### src/rtl/serial_add_pkg.sv
// rtl/serial_add_pkg.sv - shared types and constants for the digit-serial adder controller
`timescale 1ns/1ps
package serial_add_pkg;

    // Controller states; binary encoded.
    typedef enum logic [1:0] {
        IDLE = 2'd0,
        RUN  = 2'd1,
        DONE = 2'd2
    } state_t;

    // Bits consumed per clock by the shared slice.
    localparam int DIGIT_W = 2;

    // Worst-case combinational delay through the slice; clk period must be >= 150 ns.
    localparam int SLICE_MAX_DELAY_NS = 112;

endpackage

### src/rtl/tma.sv
// rtl/tma.sv - 2-bit adder slice shared by the digit-serial controller
//
// Ports:
//   A[1:0], B[1:0]  addend digits
//   ci              carry in
//   S0, S1          sum bits (S0 = LSB)
//   CO              carry out
`timescale 1ns/1ps
module tma (
    input  logic [1:0] A,
    input  logic [1:0] B,
    input  logic       ci,
    output logic       S0,
    output logic       S1,
    output logic       CO
);

    logic [2:0] total;

    assign total        = {1'b0, A} + {1'b0, B} + {2'b00, ci};
    assign {CO, S1, S0} = total;

endmodule

### src/rtl/serial_add_ctrl.sv
// rtl/serial_add_ctrl.sv - sequences an N-bit add/subtract through a 2-bit slice, LSB digit first
//
// Ports:
//   clk     rising-edge clock
//   rst     synchronous active-low reset
//   start   begin an operation (sampled only in IDLE)
//   op_sub  0 = a + b + cin, 1 = a - b (sampled with start)
//   a, b    operands (sampled with start)
//   cin     carry in for add; ignored for subtract
//   busy    high in RUN and DONE
//   done    one-cycle result-valid pulse
//   sum     result, held from done until the next accepted start
//   cout    final carry; for subtract 1 means no borrow (a >= b)
`timescale 1ns/1ps
module serial_add_ctrl
    import serial_add_pkg::*;
#(
    parameter int N  = 8,
    parameter int CW = (N / 2 > 1) ? $clog2(N / 2) : 1
) (
    input  logic         clk,
    input  logic         rst,
    input  logic         start,
    input  logic         op_sub,
    input  logic [N-1:0] a,
    input  logic [N-1:0] b,
    input  logic         cin,
    output logic         busy,
    output logic         done,
    output logic [N-1:0] sum,
    output logic         cout
);

    localparam logic [CW-1:0] LAST_CNT = CW'(N / 2 - 1);

    state_t         state_q, state_d;
    logic [N-1:0]   areg_q, areg_d;
    logic [N-1:0]   breg_q, breg_d;
    logic [N-1:0]   sum_q, sum_d;
    logic           cout_q, cout_d;
    logic           carry_q, carry_d;
    logic [CW-1:0]  cnt_q, cnt_d;

    logic           s0, s1, s_co;
    logic [N-1:0]   digit_ext;

    // The controller is the only driver of the slice inputs.
    tma u_slice (
        .A  (areg_q[1:0]),
        .B  (breg_q[1:0]),
        .ci (carry_q),
        .S0 (s0),
        .S1 (s1),
        .CO (s_co)
    );

    // New digit enters at the top of the sum register as it shifts right.
    assign digit_ext = N'({s1, s0}) << (N - DIGIT_W);

    always_comb begin
        state_d = state_q;
        areg_d  = areg_q;
        breg_d  = breg_q;
        sum_d   = sum_q;
        cout_d  = cout_q;
        carry_d = carry_q;
        cnt_d   = cnt_q;

        case (state_q)
            IDLE: begin
                if (start) begin
                    areg_d  = a;
                    // Subtract as a + ~b + 1.
                    breg_d  = op_sub ? ~b : b;
                    carry_d = op_sub ? 1'b1 : cin;
                    cnt_d   = '0;
                    state_d = RUN;
                end
            end
            RUN: begin
                sum_d   = (sum_q >> DIGIT_W) | digit_ext;
                areg_d  = areg_q >> DIGIT_W;
                breg_d  = breg_q >> DIGIT_W;
                carry_d = s_co;
                cnt_d   = cnt_q + 1'b1;
                if (cnt_q == LAST_CNT) begin
                    cout_d  = s_co;
                    state_d = DONE;
                end
            end
            DONE: begin
                state_d = IDLE;
            end
            default: begin
                state_d = IDLE;
            end
        endcase
    end

    always_ff @(posedge clk) begin
        if (!rst) begin
            state_q <= IDLE;
            areg_q  <= '0;
            breg_q  <= '0;
            sum_q   <= '0;
            cout_q  <= 1'b0;
            carry_q <= 1'b0;
            cnt_q   <= '0;
        end else begin
            state_q <= state_d;
            areg_q  <= areg_d;
            breg_q  <= breg_d;
            sum_q   <= sum_d;
            cout_q  <= cout_d;
            carry_q <= carry_d;
            cnt_q   <= cnt_d;
        end
    end

    assign busy = (state_q != IDLE);
    assign done = (state_q == DONE);
    assign sum  = sum_q;
    assign cout = cout_q;

endmodule

### config.mk
export PLATFORM = sky130hd
export DESIGN_NAME = serial_add_ctrl
export DESIGN_NICKNAME = d
export VERILOG_FILES = /design/src/rtl/serial_add_pkg.sv /design/src/rtl/tma.sv /design/src/rtl/serial_add_ctrl.sv
export SDC_FILE = /design/constraint.sdc
export NUM_CORES = 1
export LEC_CHECK = 0
export ABC_AREA = 1
export BUFFER_PORTS_ARGS = -buffer_cell sky130_fd_sc_hd__buf_2
export CORE_ASPECT_RATIO = 0.7
export CORE_MARGIN = 4
export CORE_UTILIZATION = 40
export CTS_CLUSTER_DIAMETER = 80
export DETAILED_ROUTE_END_ITERATION = 10
export GPL_TIMING_DRIVEN = 0
export MAX_ROUTING_LAYER = met4
export PLACE_DENSITY = 0.65
export SLEW_MARGIN = 20
export SYNTH_ARGS = -nofsm -noshare
export SYNTH_HDL_FRONTEND = slang
export SYNTH_SLANG_ARGS = --single-unit
### constraint.sdc
create_clock -name clk -period 1.74 [get_ports clk]
set_input_delay 0.522 -clock clk [delete_from_list [all_inputs] [get_ports clk]]
set_output_delay 0.522 -clock clk [all_outputs]
set_load 0.05 [all_outputs]
== Word-level counts from Yosys, hierarchy flattened ==
Cells that the tools add are included.
Cells by class
  bitwise operators: 2
  reduce and logical (&&, ||, !) cells: 6
  multiplexer cells: 13
  $add $sub $neg: 3
  equal/unequal tests: 5
Operators by type and width (number)
  8-bit one-hot mux with 2 select lines: 2
  8-bit two-way mux: 3
  8-bit NOT: 1
  6-bit by 8-bit bitwise OR with 8-bit output: 1
  2-bit one-hot mux with 2 select lines: 2
  2-bit two-way mux: 3
  2-bit AND reduction: 3
  2-bit == test, second input constant: 2
  2-bit != test, second input constant: 2
  2-bit nonzero test: 2
  2-bit by 2-bit adder with 3-bit output: 1
  3-bit by 1-bit adder with 3-bit output: 1
  2-bit by 1-bit adder with 2-bit output, second input constant: 1
  2-bit by 1-bit == test with 1-bit output, second input constant: 1
  2-bit zero test: 1
  1-bit two-way mux: 2
  1-bit one-hot mux with 2 select lines: 1
Storage, ports and cells
  output and inout bits: 11
  register bits after elaboration: 30
  logic and storage cells: 36

== Longest topological paths before layout ==
  depth in word-level cells: 4
  gate-level depth with buffers: 8
  mapped depth without buffers: 8

== Hierarchy ==
Synthesis repeated with hierarchy kept, for this count alone.
Unflattened totals
  cell total of the unflattened synthesis: 219
  area, all modules: 1472.7 µm²
By module, submodules not included
  serial_add_ctrl: cells an instance 209, area each 1402.6 µm², instances 1
  tma: cells an instance 10, area each 70.1 µm², instances 1

== Least setup slack after synthesis ==
Ideal clock, no wire load.
  path kind: flip-flop to output port
  from: register state_q[1]
  to: output done
  data required time: 1218 ps
  setup slack: 118 ps
  data arrival time: 1100 ps
  stages on the path, launching flop included: 3
  cell sequence: dfxtp_1 -> inv_2 -> nor2_1
On the way
  cells in the longest elaborated chain, start to end: 1
RTL lines
  start, declared: RTL line serial_add_ctrl.sv:36  | state_t state_q, state_d;
  start signal, assigned: RTL line serial_add_ctrl.sv:110  | state_q <= state_d;
  2-bit == test: RTL line serial_add_ctrl.sv:121  | assign done = (state_q == DONE);
  end, declared: RTL line serial_add_ctrl.sv:29  | output logic done,
No other way between the ends.

== Worst setup path after layout ==
Same ends and word-level chain as after synthesis.

==> impl_metrics.csv <==
group,metric,value,unit
outcome,status,"finished, final reports clean",
setup_path,cp.depth,3,
sta,setup_viol,0,
layout,finalNetCount,280,
sta,fin_crit,1.64,ns
die,rows,18,
die,die_area,4710,sq um
sta,tightest_slew,0.495,ns
logic_synthesis,synth_cells,220,
layout,fill_cells,381,
die,die_width,80.4,um
die,die_h,58.7,um
logic_synthesis,synth_cell_types,19,
logic_synthesis,ys_ff_latch,30,
route,via_per_inst,4.43,
sta,fin_tns_setup,0,ns
placement,dpl_cell_area,1670,sq um
logic_synthesis,ys.flop_type,"dfxtp_1",
logic_synthesis,synth_area_leaders,"dfxtp_1 41%, nand2_1 15%, nor2_1 13%",
logic_synthesis,yosys_warnings,0,
route,drc,0,
logic_synthesis,syn_area_per_cell,6.67,sq um
sta,hold_violations,0,
setup_path,crit_chain,"inv_2 > nor2_1 > buf_2",
logic_synthesis,synth_enable_flop_cells,0,
global_routing,grtUsageTotal,15.9,%
logic_synthesis,synthMostInstantiatedCell,"nand2_1",
global_routing,grt_pass1_vias,1254,
layout,final_cell_area,1770,sq um
placement,place_inst,299,
global_routing,grt_overflow,0,
global_routing,grt_first_pass_wirelength,5.60,mm
route,firstDrtPassIters,6,
sta,finClkSkew,0.00520,ns
cts,clockRootBuffer,"clkbuf_8",
worst_hold_path,hold_path.class,"reg2reg",
power_and_ir_drop,p_total,1.63,mW
logic_synthesis,synth_top_area_share,41.0,%
setup_path,crit_family,"flip-flops",
sta,final.period_utilization,94.1,%
job,cap_viol_max_count,0,
cts,htreeDepth,2,
placement,place_ws,0.205,ns
setup_path,worst-path-buf-inv,2,
global_routing,grt_max_degree,11,
setup_path,end_kind,"output port",
die,core,3540,sq um
sta,holdWs,0.462,ns
setup_path,worstSetupPathType,"reg2out",
power_and_ir_drop,peakVddDrop,0.547,mV
setup_path,worst_setup_path_start_kind,"flop",
setup_path,crit_arrival,1.11,ns
route,drt-total-wl,3.20,mm
cts,clk_latency,0.28,ns
worst_hold_path,min_path_cells,2,
layout,fin_util,50.0,%
logic_synthesis,async_flop_share,0,%
setup_path,worst_path_max_delay_cell,"dfxtp_1",
setup_path,reg2regPathDepth,8,
layout,diodes,0,
cts,cts_buffer_depth,2,
cts,numClockSinks,30,
die,pin_count,32,
setup_path,crit_fanout,6,
logic_synthesis,yosysTopAreaCell,"dfxtp_1",
placement,place_congestion,0.794,
cts,cts_buffers,5,
placement,port_buffers,29,
logic_synthesis,synth_fp_nets,244,
layout,final_cells,307,
setup_path,max_stage_delay,0.39,ns
logic_synthesis,syn-cell-area,1470,sq um
setup_path,cp.required,1.22,ns
route,wl_per_cell,10.4,um
sta,fmax,611,MHz
power_and_ir_drop,p_leak,0.905,nW
die,start_util,41.5,%
logic_synthesis,synth_commonest_cells,"57 x nand2_1, 49 x nor2_1, 30 x dfxtp_1",
route,routed-via-count,1361,
route,postRouteAntennaNets,0,
layout,area.growth.synth_to_final,20.6,%
route,drt_iter0_drc,74,
cts,cts_tree,"done",
global_routing,antenna_found_initial,0,
logic_synthesis,ys_seq_area_share,41.0,%
power_and_ir_drop,powerDensity,919,nW/um^2
sta,setup_slack,0.103,ns
sta,slew_viol_final,0,
cts,clk_pin_slew,0.06,ns
sta,slew-limit-headroom,67.0,%
layout,drive_gt1_share,19.5,%
placement,hpwl,2.41,mm
sta,rsz0062_at_grt,"no",
## cell families (layout without fill, tap and decap cells)
kind of cell	count (synthesis)	count (layout)	share of synthesized area, %
AO/OA/AOI/OAI	18	18	6.14
buffers and inverters	35	72	11.4
adder cells (fa/ha/maj)	3	3	3.58
flip-flops	30	30	41.0
AND/OR/NAND/NOR	132	132	36.7
XOR/XNOR	2	2	1.19
## registers in the layout, indices dropped and copies added (netlist names)
signal   flops
cnt_q        2
cout         1
areg_q       8
state_q      2
breg_q       8
sum          8
carry_q      1
## power by group
part	switching [mW]	total (mW)	internal (mW)
clock	0.258	0.577	0.319
sequential	0.0245	0.756	0.731
combinational	0.193	0.293	0.100
## metal layers
layer  track usage [%]  routed length, um  vias to the layer above
met3              5.96                185                        3
met4              3.37                 24                        0
li1                  -                  -                      743
met2              22.3               1290                       27
met5                 -                  0                        -
met1              21.9               1700                      588
## final cells by class
class	count	area, sq um	share of cell area, %
Multi-Input combinational cell	155	698	39.5
Sequential cell	30	602	34.0
Timing Repair Buffer	29	148	8.35
Inverter	26	97.6	5.52
Clock buffer	7	86.3	4.88
Buffer	9	70.1	3.96
Tap cell	50	62.6	3.54
Clock inverter	1	5.00	0.283
## worst reg2reg max path: stages, from the launching register on
cell,delay [ns]
dfxtp_1,0.31
inv_1,0.06
fa_1,0.43
fa_1,0.37
inv_1,0.08
nand2_1,0.05
nand3_1,0.07
nand2_1,0.05
inv_1,0.06
## path summary, 6_finish.rpt
| kind | from | endpoint | slack, ns |
|---|---|---|---|
| worst max register to register | areg_q[0] | carry_q | 0.21 |
| worst max-delay path | state_q[1] | done | 0.10 |
| worst min register to register | cout | cout | 0.46 |
| worst min-delay path | cout | cout | 0.46 |
## layout by cell type, fill, tap and decap left out, drive strengths merged
master / n
o21ai: 9
fa: 2
nor2: 50
nand3: 22
xor2: 2
clkbuf: 9
nand2: 60
dfxtp: 30
ha: 1
inv: 25
buf: 36
clkinv: 2
a21oi: 9
## timing repair
| action | CTS | global route |
|---|---|---|
| buffers inserted | 0 | 0 |
| resized for setup | 0 | 2 |
| hold buffers | 0 | 0 |
| setup endpoints to repair | 0 | 1 |
Note: power is estimated with default switching activity, not from simulation.
